==> src/rtl/gcn_pkg.sv <==
// Shared types and constants for the GCN transformation controller.
// State encoding, memory map bases and counter sizing helper.
package gcn_pkg;

  typedef enum logic [2:0] {
    S_IDLE,
    S_READ_W,
    S_LOAD_W,
    S_READ_F,
    S_MAC,
    S_DONE
  } gcn_state_e;

  localparam logic [12:0] WEIGHT_BASE  = 13'h000;
  localparam logic [12:0] FEATURE_BASE = 13'h200;

  // A counter over n values needs at least one bit even when n is 1.
  function automatic int cnt_w(input int n);
    return (n > 1) ? $clog2(n) : 1;
  endfunction

endpackage

==> src/rtl/gcn_wrap_counter.sv <==
// Up-counter that wraps from MAX back to zero.
// wrap_o flags the terminal value so the owner can chain counters.
module gcn_wrap_counter #(
  parameter int WIDTH = 2,
  parameter int MAX   = 2
) (
  input  logic             clk,
  input  logic             rst,
  input  logic             en_i,
  input  logic             clr_i,
  output logic [WIDTH-1:0] cnt_o,
  output logic             wrap_o
);

  localparam logic [WIDTH-1:0] MaxVal = WIDTH'(MAX);

  logic [WIDTH-1:0] cnt_q;
  logic [WIDTH-1:0] cnt_d;

  assign wrap_o = (cnt_q == MaxVal);
  assign cnt_o  = cnt_q;

  // Clear wins over count; counting past the terminal value wraps.
  always_comb begin
    cnt_d = cnt_q;
    if (clr_i) begin
      cnt_d = '0;
    end else if (en_i) begin
      cnt_d = wrap_o ? '0 : cnt_q + WIDTH'(1);
    end
  end

  // Count register with synchronous reset.
  always_ff @(posedge clk) begin
    if (rst) begin
      cnt_q <= '0;
    end else begin
      cnt_q <= cnt_d;
    end
  end

endmodule

==> src/rtl/gcn_trans_ctrl.sv <==
// Sequencer for one GCN transformation pass: per weight column, load
// the column, then stream every feature row through the MAC.
module gcn_trans_ctrl #(
  parameter int WEIGHT_COLS   = 3,
  parameter int FEATURE_ROWS  = 6,
  parameter int ADDRESS_WIDTH = 13,
  parameter logic [ADDRESS_WIDTH-1:0] WEIGHT_BASE  = gcn_pkg::WEIGHT_BASE,
  parameter logic [ADDRESS_WIDTH-1:0] FEATURE_BASE = gcn_pkg::FEATURE_BASE,
  parameter int COUNTER_WEIGHT_WIDTH  = gcn_pkg::cnt_w(WEIGHT_COLS),
  parameter int COUNTER_FEATURE_WIDTH = gcn_pkg::cnt_w(FEATURE_ROWS)
) (
  input  logic                             clk,
  input  logic                             reset,
  input  logic                             start,
  output logic [ADDRESS_WIDTH-1:0]         read_address,
  output logic                             enable_read,
  output logic                             load_weight,
  output logic                             write_product,
  output logic [COUNTER_WEIGHT_WIDTH-1:0]  weight_count,
  output logic [COUNTER_FEATURE_WIDTH-1:0] feature_count,
  output logic                             busy,
  output logic                             done
);

  import gcn_pkg::*;

  gcn_state_e state_q;
  gcn_state_e state_d;

  logic w_en, w_clr, w_wrap;
  logic f_en, f_clr, f_wrap;

  logic [ADDRESS_WIDTH-1:0] addr_q;
  logic [ADDRESS_WIDTH-1:0] addr_d;
  logic [ADDRESS_WIDTH-1:0] w_addr;
  logic [ADDRESS_WIDTH-1:0] f_addr;

  gcn_wrap_counter #(
    .WIDTH (COUNTER_WEIGHT_WIDTH),
    .MAX   (WEIGHT_COLS - 1)
  ) u_wcnt (
    .clk    (clk),
    .rst    (reset),
    .en_i   (w_en),
    .clr_i  (w_clr),
    .cnt_o  (weight_count),
    .wrap_o (w_wrap)
  );

  gcn_wrap_counter #(
    .WIDTH (COUNTER_FEATURE_WIDTH),
    .MAX   (FEATURE_ROWS - 1)
  ) u_fcnt (
    .clk    (clk),
    .rst    (reset),
    .en_i   (f_en),
    .clr_i  (f_clr),
    .cnt_o  (feature_count),
    .wrap_o (f_wrap)
  );

  assign w_addr = WEIGHT_BASE + ADDRESS_WIDTH'(weight_count);
  assign f_addr = FEATURE_BASE + ADDRESS_WIDTH'(feature_count);

  // Next state and counter control; start is only looked at in IDLE/DONE.
  always_comb begin
    state_d = state_q;
    w_en    = 1'b0;
    w_clr   = 1'b0;
    f_en    = 1'b0;
    f_clr   = 1'b0;
    unique case (state_q)
      S_IDLE: begin
        if (start) begin
          w_clr   = 1'b1;
          f_clr   = 1'b1;
          state_d = S_READ_W;
        end
      end
      S_READ_W: state_d = S_LOAD_W;
      S_LOAD_W: state_d = S_READ_F;
      S_READ_F: state_d = S_MAC;
      S_MAC: begin
        f_en = 1'b1;
        if (!f_wrap) begin
          state_d = S_READ_F;
        end else if (!w_wrap) begin
          w_en    = 1'b1;
          state_d = S_READ_W;
        end else begin
          state_d = S_DONE;
        end
      end
      S_DONE: begin
        if (!start) begin
          state_d = S_IDLE;
        end
      end
      default: state_d = S_IDLE;
    endcase
  end

  // Moore output decode; the address holds whenever no read is issued.
  always_comb begin
    enable_read   = (state_q == S_READ_W) || (state_q == S_READ_F);
    load_weight   = (state_q == S_LOAD_W);
    write_product = (state_q == S_MAC);
    done          = (state_q == S_DONE);
    busy          = (state_q != S_IDLE) && (state_q != S_DONE);
    addr_d        = addr_q;
    unique case (1'b1)
      (state_q == S_READ_W): addr_d = w_addr;
      (state_q == S_READ_F): addr_d = f_addr;
      default:               addr_d = addr_q;
    endcase
  end

  assign read_address = addr_d;

  // State and held-address registers, synchronous reset.
  always_ff @(posedge clk) begin
    if (reset) begin
      state_q <= S_IDLE;
      addr_q  <= '0;
    end else begin
      state_q <= state_d;
      addr_q  <= addr_d;
    end
  end

endmodule

==> config.mk <==
export PLATFORM = sky130hd
export DESIGN_NAME = gcn_trans_ctrl
export DESIGN_NICKNAME = d
export VERILOG_FILES = /design/src/rtl/gcn_pkg.sv /design/src/rtl/gcn_wrap_counter.sv /design/src/rtl/gcn_trans_ctrl.sv
export SDC_FILE = /design/constraint.sdc
export NUM_CORES = 1
export LEC_CHECK = 0
export BUFFER_PORTS_ARGS = -buffer_cell sky130_fd_sc_hd__buf_2
export CORE_ASPECT_RATIO = 0.75
export CORE_MARGIN = 2
export CORE_UTILIZATION = 44
export CTS_CLUSTER_SIZE = 10
export DETAILED_ROUTE_END_ITERATION = 6
export PLACE_DENSITY = 0.79
export SLEW_MARGIN = 25
export SYNTH_ARGS = -nofsm -noshare
export SYNTH_HDL_FRONTEND = slang
export SYNTH_SLANG_ARGS = --single-unit
==> constraint.sdc <==
create_clock -name clk -period 1.52 [get_ports clk]
set_input_delay 0.304 -clock clk [delete_from_list [all_inputs] [get_ports clk]]
set_output_delay 0.304 -clock clk [all_outputs]
set_load 0.005 [all_outputs]
==> results of run 1 <==
final timing paths:
check,to,slack [ns],depth (start not counted)
setup / recovery,read_address[4],-0.11,4
hold / removal,state_q[2],0.24,2
setup reg to reg,state_q[2],-0.02,4
hold reg to reg,addr_q[1],0.47,2
cells in the final DEF, fill, tap and decap left out, types with 3 or more instances in the layout:
cell / count
and2_1: 10
and3_1: 9
clkbuf_4: 3
a21oi_1: 6
nor2_1: 5
dfxtp_1: 17
inv_1: 4
buf_6: 3
o21ai_0: 3
or3_1: 3
buf_4: 8
dfxtp_4: 3
buf_2: 25
nand2_1: 6
synthesized netlist by cell type, drive strengths merged:
library cell	n
and3b	1
buf	1
nor2	7
and3	9
o21a	2
nand3	1
or3	3
nand2b	2
or4	2
mux2i	2
a211oi	2
clkbuf	6
o21ai	3
xnor2	1
and4b	1
nor3b	1
o41ai	1
nor2b	2
nand3b	1
and2	11
a221oi	2
nand2	6
mux2	2
inv	5
nand4bb	1
a21oi	7
dfxtp	21
state kept, by name, indices dropped and copies added (netlist names):
name and cells:
state_q 3, u_fcnt.cnt_o 3, u_wcnt.cnt_o 2, addr_q 13
per-layer routing:
metal,share of wire (%),wire length [um],up-vias
li1,-,-,422
met1,42,954,404
met2,51,1170,20
met3,5.4,123,7
met4,1.5,35,0
met5,0,0,-
cell families (layout without fill, tap and decap cells):
group / count (synthesis) / count (layout) / synth area share (%)
simple gates: 48 / 48 / 31.2
compound gates: 17 / 17 / 12.3
mux: 4 / 4 / 4.64
xor+xnor: 1 / 1 / 0.955
flops: 21 / 21 / 45.8
buf+inv: 12 / 45 / 5.05
final cells by class:
type | instances | area share, %
Multi-Input combinational cell | 70 | 41.1
Sequential cell | 21 | 35.0
Timing Repair Buffer | 36 | 17.7
Tap cell | 24 | 2.43
Clock buffer | 4 | 2.12
Inverter | 5 | 1.72
report_power, final:
part	internal [W]	switching, W	total [W]
Combinational	0.0000813	0.0000829	0.000164
Clock	0.000102	0.000173	0.000276
Sequential	0.000560	0.0000139	0.000573
per-stage QoR:
step | setup TNS [ns] | cell area [um^2] | util, %
4_1_cts | -1.06 | 1200 | 60.6
6_report | -1.17 | 1240 | 62.5
3_5_place_dp | 0 | 1100 | 55.8
2_1_floorplan | 0 | 917 | -
5_1_grt | -2.37 | 1240 | 62.5
3_3_place_gp | 0 | 1100 | 55.8
repair_timing:
action / in CTS / in global routing
resized for setup: 11 / 10
pin swaps: 0 / 4
setup endpoints to repair: 18 / 17
buffers inserted: 3 / 0
==> results.md, run 1 <==
- Run status: finished with violations
- Violated checks: negative setup slack
- Vias: 853
- Total nets after synthesis: 106
- Total power after layout: 0.00101 W
- Hold buffer count at cts: 0
- Clock buffers created by TritonCTS: 3
- CTS root buf: clkbuf_4
- Netlist area before placement: 917 um^2
- Largest net degree at the start of global routing: 21
- ANT nets after route: 0
- Element type at the critical path start: flop
- Total grt overflow: 0
- Cell Pwr Density: 819 nW/um^2
- DP Wirelength: 1490 um
- Critical path data arrival time: 1.32 ns
- Worst-Margin Slew: 0.307 ns
- Clk sinks: 21
- CTS max path bufs: 2
- Setup repair after global routing missed its margin: true
- Clock-pin slew reported for the worst setup and hold paths after clock tree synthesis: 0.12 ns
- Remaining design rule violation count: 0
- Yosys warnings: 0
- Critical Path Slowest Stage Cell: dfxtp_4
- Top-area cell type share of the netlist area: 45.8%
- Setup Crit Path Kind: flop to output port
- Initial DRT Pass Iterations: 4
- Synthesized instance count: 103
- Global-route wire length before repair: 3440 um
- Mean cell area of the mapped netlist: 8.90 um^2
- DR iter-0 viols: 17
- Met2 global-route usage: 31.2%
- Most used routing layer: met2
- Number of distinct library cells after synthesis: 30
- Data required time of the worst path: 1.22 ns
- Reg-to-reg startpoint: state_q[1]
- Total routing usage reported by global routing: 18.6%
- Worst hold path class: input pin to flop
- Total of flip-flops plus latches after synthesis: 21
- Die H: 43.5 um
- Routed length per instance: 14.3 um
- DP Worst Slack: 0.0872 ns
- Origin of the worst setup path: state_q[2]
- Leakage power: 0.603 nW
- Max frequency: 614 MHz
- # port buffers: 25
- Fin crit share: 107%
- Starting utilization of the core area: 46.3%
- Site row count: 14
- Maximum clock skew at final layout: 0.00280 ns
- Count of fill cells added during filler insertion: 164
- Number of top-level pins: 26
- Horizontal extent of the die: 56.7 um
- Hold Path Origin: reset
- Number of H-tree levels: 1
- Seq. cell area: 433 um^2
- Tmin final: 1.63 ns
- Dominant cells by area after synthesis: dfxtp_1 (46%), and2_1 (7.5%), and3_1 (6.1%)
- Capturing element type of the critical path: output port
- Vias per cell: 5.33
- CTS tree: built
- CP Buf/Inv Count: 2
- Relative max-transition margin: 79.3%
- Number of global-route vias before repair: 774
- Share of final-layout standard cells stronger than drive strength 1: 41.2%
- Number of antenna violations at the first check in global routing: 0
- Cell accounting for the most synthesized area: dfxtp_1
- Met1 layer usage reported by global route: 22.5%
- Final weighted congestion of routability-driven global placement: 0.907
- Drt total wl: 2280 um
- Antenna Diode Count: 0
- Met3 track utilization from global routing: 6.27%
- Number of max-cap violations: 0
- Critical path cell sequence: nand2b_4, buf_4, and2_1, buf_2
- Largest fanout on the critical path: 20
- DP Cell Count: 153
- Sequential element share of the synthesized area: 45.8%
- Worst path max stage delay: 0.37 ns
- Gate family responsible for the most delay along the worst path: flip-flops
- Multi-input gate area: 508 um^2
- Clock latency at the later pin of the worst-skew pair: 0.31 ns
- Area of the die: 2470 um^2
- Final std cells w/o fill: 160
- Final Hold Violating Endpoints: 0
- Number of pins with negative max-slew slack in the final report: 0
- Net total in the final layout: 140
- Worst hold margin: 0.240 ns
- Placeable core area: 1980 um^2
- Number of endpoints failing setup at the final stage: 15
- IR Drop Worst-Case VDD: 0.000594 V
- Synth-to-Final Area Change: 34.9%
- Worst-case setup margin in the final layout: -0.108 ns
Note: power is estimated with default switching activity, not from simulation.
==> inputs of run 2 (changes only) <==
--- a/config.mk
+++ b/config.mk
@@ -5,13 +5,14 @@
 export SDC_FILE = /design/constraint.sdc
 export NUM_CORES = 1
 export LEC_CHECK = 0
-export BUFFER_PORTS_ARGS = -buffer_cell sky130_fd_sc_hd__buf_2
+export ABC_AREA = 1
+export BUFFER_PORTS_ARGS = -buffer_cell sky130_fd_sc_hd__buf_4
 export CORE_ASPECT_RATIO = 0.75
 export CORE_MARGIN = 2
-export CORE_UTILIZATION = 44
+export CORE_UTILIZATION = 45
 export CTS_CLUSTER_SIZE = 10
 export DETAILED_ROUTE_END_ITERATION = 6
-export PLACE_DENSITY = 0.79
+export PLACE_DENSITY = 0.8
 export SLEW_MARGIN = 25
 export SYNTH_ARGS = -nofsm -noshare
 export SYNTH_HDL_FRONTEND = slang
==> run 2 against run 1 <==
The run still ends with negative setup slack left. First-iteration DRC count increased by 110%. Critical endpoint is now read_address[1]. Synthesized cell count increased by 28%. Clock-buffer cell count decreased by 1.
==> results.md, run 2 <==
- Run status: finished with violations
- Violated checks: negative setup slack
- Maximum clock skew at final layout: 0.00463 ns
- Clock-pin slew reported for the worst setup and hold paths after clock tree synthesis: 0.12 ns
- Capturing element type of the critical path: output port
- Compound-Gate Fraction of Synth Area: 6.16%
- CTS root buf: clkbuf_4
- Cell accounting for the most synthesized area: dfxtp_1
- Critical R2R Capture: u_wcnt.cnt_o[1]
- Routed length per instance: 12.6 um
- Remaining design rule violation count: 0
- Worst hold path class: input pin to flop
- Most frequent cells in the layout: buf_4 (34), nor2_1 (22), inv_1 (19)
- Worst-case setup margin in the final layout: -0.149 ns
- Combinational family with the most area after synthesis: simple AND/OR/NAND/NOR gates
- Worst-case hold path end point: state_q[1]
- Yosys warnings: 0
- Register ranked first by flip-flop count: addr_q
- Met2 global-route usage: 31.4%
- Setup Crit Path Kind: flop to output port
- Area of the die: 2460 um^2
- Initial DRT Pass Iterations: 4
- Antenna Diode Count: 0
- Number of top-level pins: 26
- Number of global-route vias before repair: 825
- Number of endpoints failing setup at the final stage: 16
- Total of flip-flops plus latches after synthesis: 21
- Met1 layer usage reported by global route: 25.5%
- Hold Path Origin: reset
- Count of fill cells added during filler insertion: 152
- Flop-to-flop setup slack: 0.16 ns
- Worst hold margin: 0.279 ns
- DP Wirelength: 1500 um
- Relative max-transition margin: 84.0%
- CTS max path bufs: 2
- Number of cells traversed by the worst register-to-register path: 7
- Share of cell area taken by muxes after synthesis: 0%
- Total grt overflow: 0
- Async S/R FF share, synth: 0%
- Synthesized instance count: 132
- Net total in the final layout: 176
- Vias per cell: 5.04
- Placeable core area: 1980 um^2
- CP Buf/Inv Count: 3
- Final weighted congestion of routability-driven global placement: 0.918
- Setup repair after global routing missed its margin: true
- Sequential element share of the synthesized area: 45.0%
- Largest fanout on the critical path: 4
- Count leader, synth: nor2_1
- Largest net degree at the start of global routing: 18
- DR iter-0 viols: 36
- Number of antenna violations at the first check in global routing: 0
- Critical Path Slowest Stage Cell: dfxtp_4
- Count of flip-flops with a built-in enable after synthesis: 0
- Fin crit share: 110%
- Gate family responsible for the most delay along the worst path: flip-flops
- Horizontal extent of the die: 56.6 um
- Flip-flop count of the largest register after layout: 13
- Top-area cell type share of the netlist area: 45.0%
- Final Core Density: 70.2%
- Top cell types by occurrence after synthesis: nor2_1 (27), dfxtp_1 (21), inv_1 (20)
- Adder-cell share of the synthesized area: 0%
- Total nets after synthesis: 135
- Synth-to-Final Area Change: 48.7%
- Starting utilization of the core area: 47.2%
- Worst-Margin Slew: 0.239 ns
- Most used routing layer: met2
- Met3 track utilization from global routing: 5.67%
- Number of pins with negative max-slew slack in the final report: 0
- Critical path cell sequence: inv_4, nand3_4, nand2_4, nor2_1, nor2_1, inv_1, buf_6
- Clk sinks: 21
- Vias: 987
- Clock buffers created by TritonCTS: 3
- Site row count: 14
- Reg-to-reg startpoint: state_q[0]
- Mean cell area of the mapped netlist: 7.08 um^2
- IR Drop Worst-Case VDD: 0.000679 V
- Clock latency at the later pin of the worst-skew pair: 0.31 ns
- Leading cell type in the layout, fill and taps excluded: buf_4
- Number of H-tree levels: 1
- Data required time of the worst path: 1.22 ns
- Number of distinct library cells after synthesis: 20
- Element type at the critical path start: flop
- Dominant cells by area after synthesis: dfxtp_1 (45%), nor2_1 (11%), inv_1 (8.0%)
- Hold buffer count at cts: 0
- Most used cell along the critical path: nor2_1
- Die H: 43.5 um
- Xor and xnor fraction of the mapped netlist area: 0.937%
- Total routing usage reported by global routing: 19.5%
- Simple logic cell fraction of the synthesized area: 35.6%
- Drt total wl: 2460 um
- Tmin final: 1.67 ns
- Netlist area before placement: 935 um^2
- Number of max-cap violations: 0
- Most instantiated flip-flop cell in the synthesis netlist: dfxtp_1
- Critical path data arrival time: 1.37 ns
- Hold Path Cell Cnt: 2
- # port buffers: 25
- Max frequency: 599 MHz
- Worst path max stage delay: 0.39 ns
- Final Hold Violating Endpoints: 0
- Global-route wire length before repair: 3680 um
- Share of final-layout standard cells stronger than drive strength 1: 40.7%
- Cell Pwr Density: 818 nW/um^2
- CTS tree: built
- ANT nets after route: 0
- Leakage power: 0.628 nW
-- run 2: cell types whose count changed in the layout (fill, tap and decap cells not counted), moves of 10 or more --
cell / previous run / this run
and2_1: 10 / 0
buf_2: 25 / 0
buf_4: 8 / 34
inv_1: 4 / 19
nor2_1: 5 / 22
nor3_1: 0 / 10
-- run 2: timing repair --
action / CTS / global route
buffers inserted: 6 / 5
resized for setup: 14 / 21
cloned: 0 / 0
setup endpoints to repair: 18 / 18
pin swaps: 4 / 7
-- run 2: layout make-up --
class	instances	area (um^2)	share of cell area [%]
Tap cell	24	30.0	2.16
Sequential cell	21	429	30.9
Clock inverter	1	7.51	0.540
Timing Repair Buffer	41	342	24.6
Inverter	23	91.3	6.57
Multi-Input combinational cell	83	468	33.7
Clock buffer	3	22.5	1.62
-- run 2: how the worst max path moves through the flow --
| stage | slack, ns | to | depth (start not counted) | start |
|---|---|---|---|---|
| after CTS | -0.12 | read_address[0] | 8 | state_q[0] |
| after floorplan | 0.18 | read_address[0] | 6 | state_q[1] |
| after global routing | -0.23 | read_address[1] | 7 | state_q[1] |
| final | -0.15 | read_address[1] | 7 | state_q[1] |
| after global placement | 0.15 | read_address[6] | 6 | state_q[2] |
| after detailed placement | 0.10 | read_address[5] | 6 | state_q[2] |
-- run 2: cell families (layout without fill, tap and decap cells) --
logic type / count (synthesis) / in the layout
and+or+nand+nor: 71 / 71
buffers and inverters: 28 / 68
DFF: 21 / 21
AOI/OAI and AO/OA: 11 / 11
xor gates and xnor gates: 1 / 1
-- run 2: through the flow --
stage	TNS [ns]	std cells	power [W]	instance area, um^2	setup slack (ns)
2_1_floorplan	0	132	0.000699	935	0.179
3_3_place_gp	0	181	0.000749	1160	0.155
3_5_place_dp	0	181	0.000755	1160	0.101
4_1_cts	-1.26	191	0.00108	1280	-0.121
5_1_grt	-2.80	196	0.00119	1390	-0.233
6_report	-1.49	196	0.00114	1390	-0.149
-- run 2: where the power goes --
| part | total, W | switching (W) | internal [W] |
|---|---|---|---|
| Combinational | 0.000278 | 0.000146 | 0.000131 |
| Clock | 0.000280 | 0.000180 | 0.000100 |
| Sequential | 0.000579 | 0.0000169 | 0.000562 |
-- run 2: per-layer routing --
layer,routed length [um],vias to the layer above,part of all wire [%]
met5,0,-,0
met4,29,0,1.2
met3,179,4,7.3
met2,1220,45,50
met1,1030,451,42
li1,-,487,-
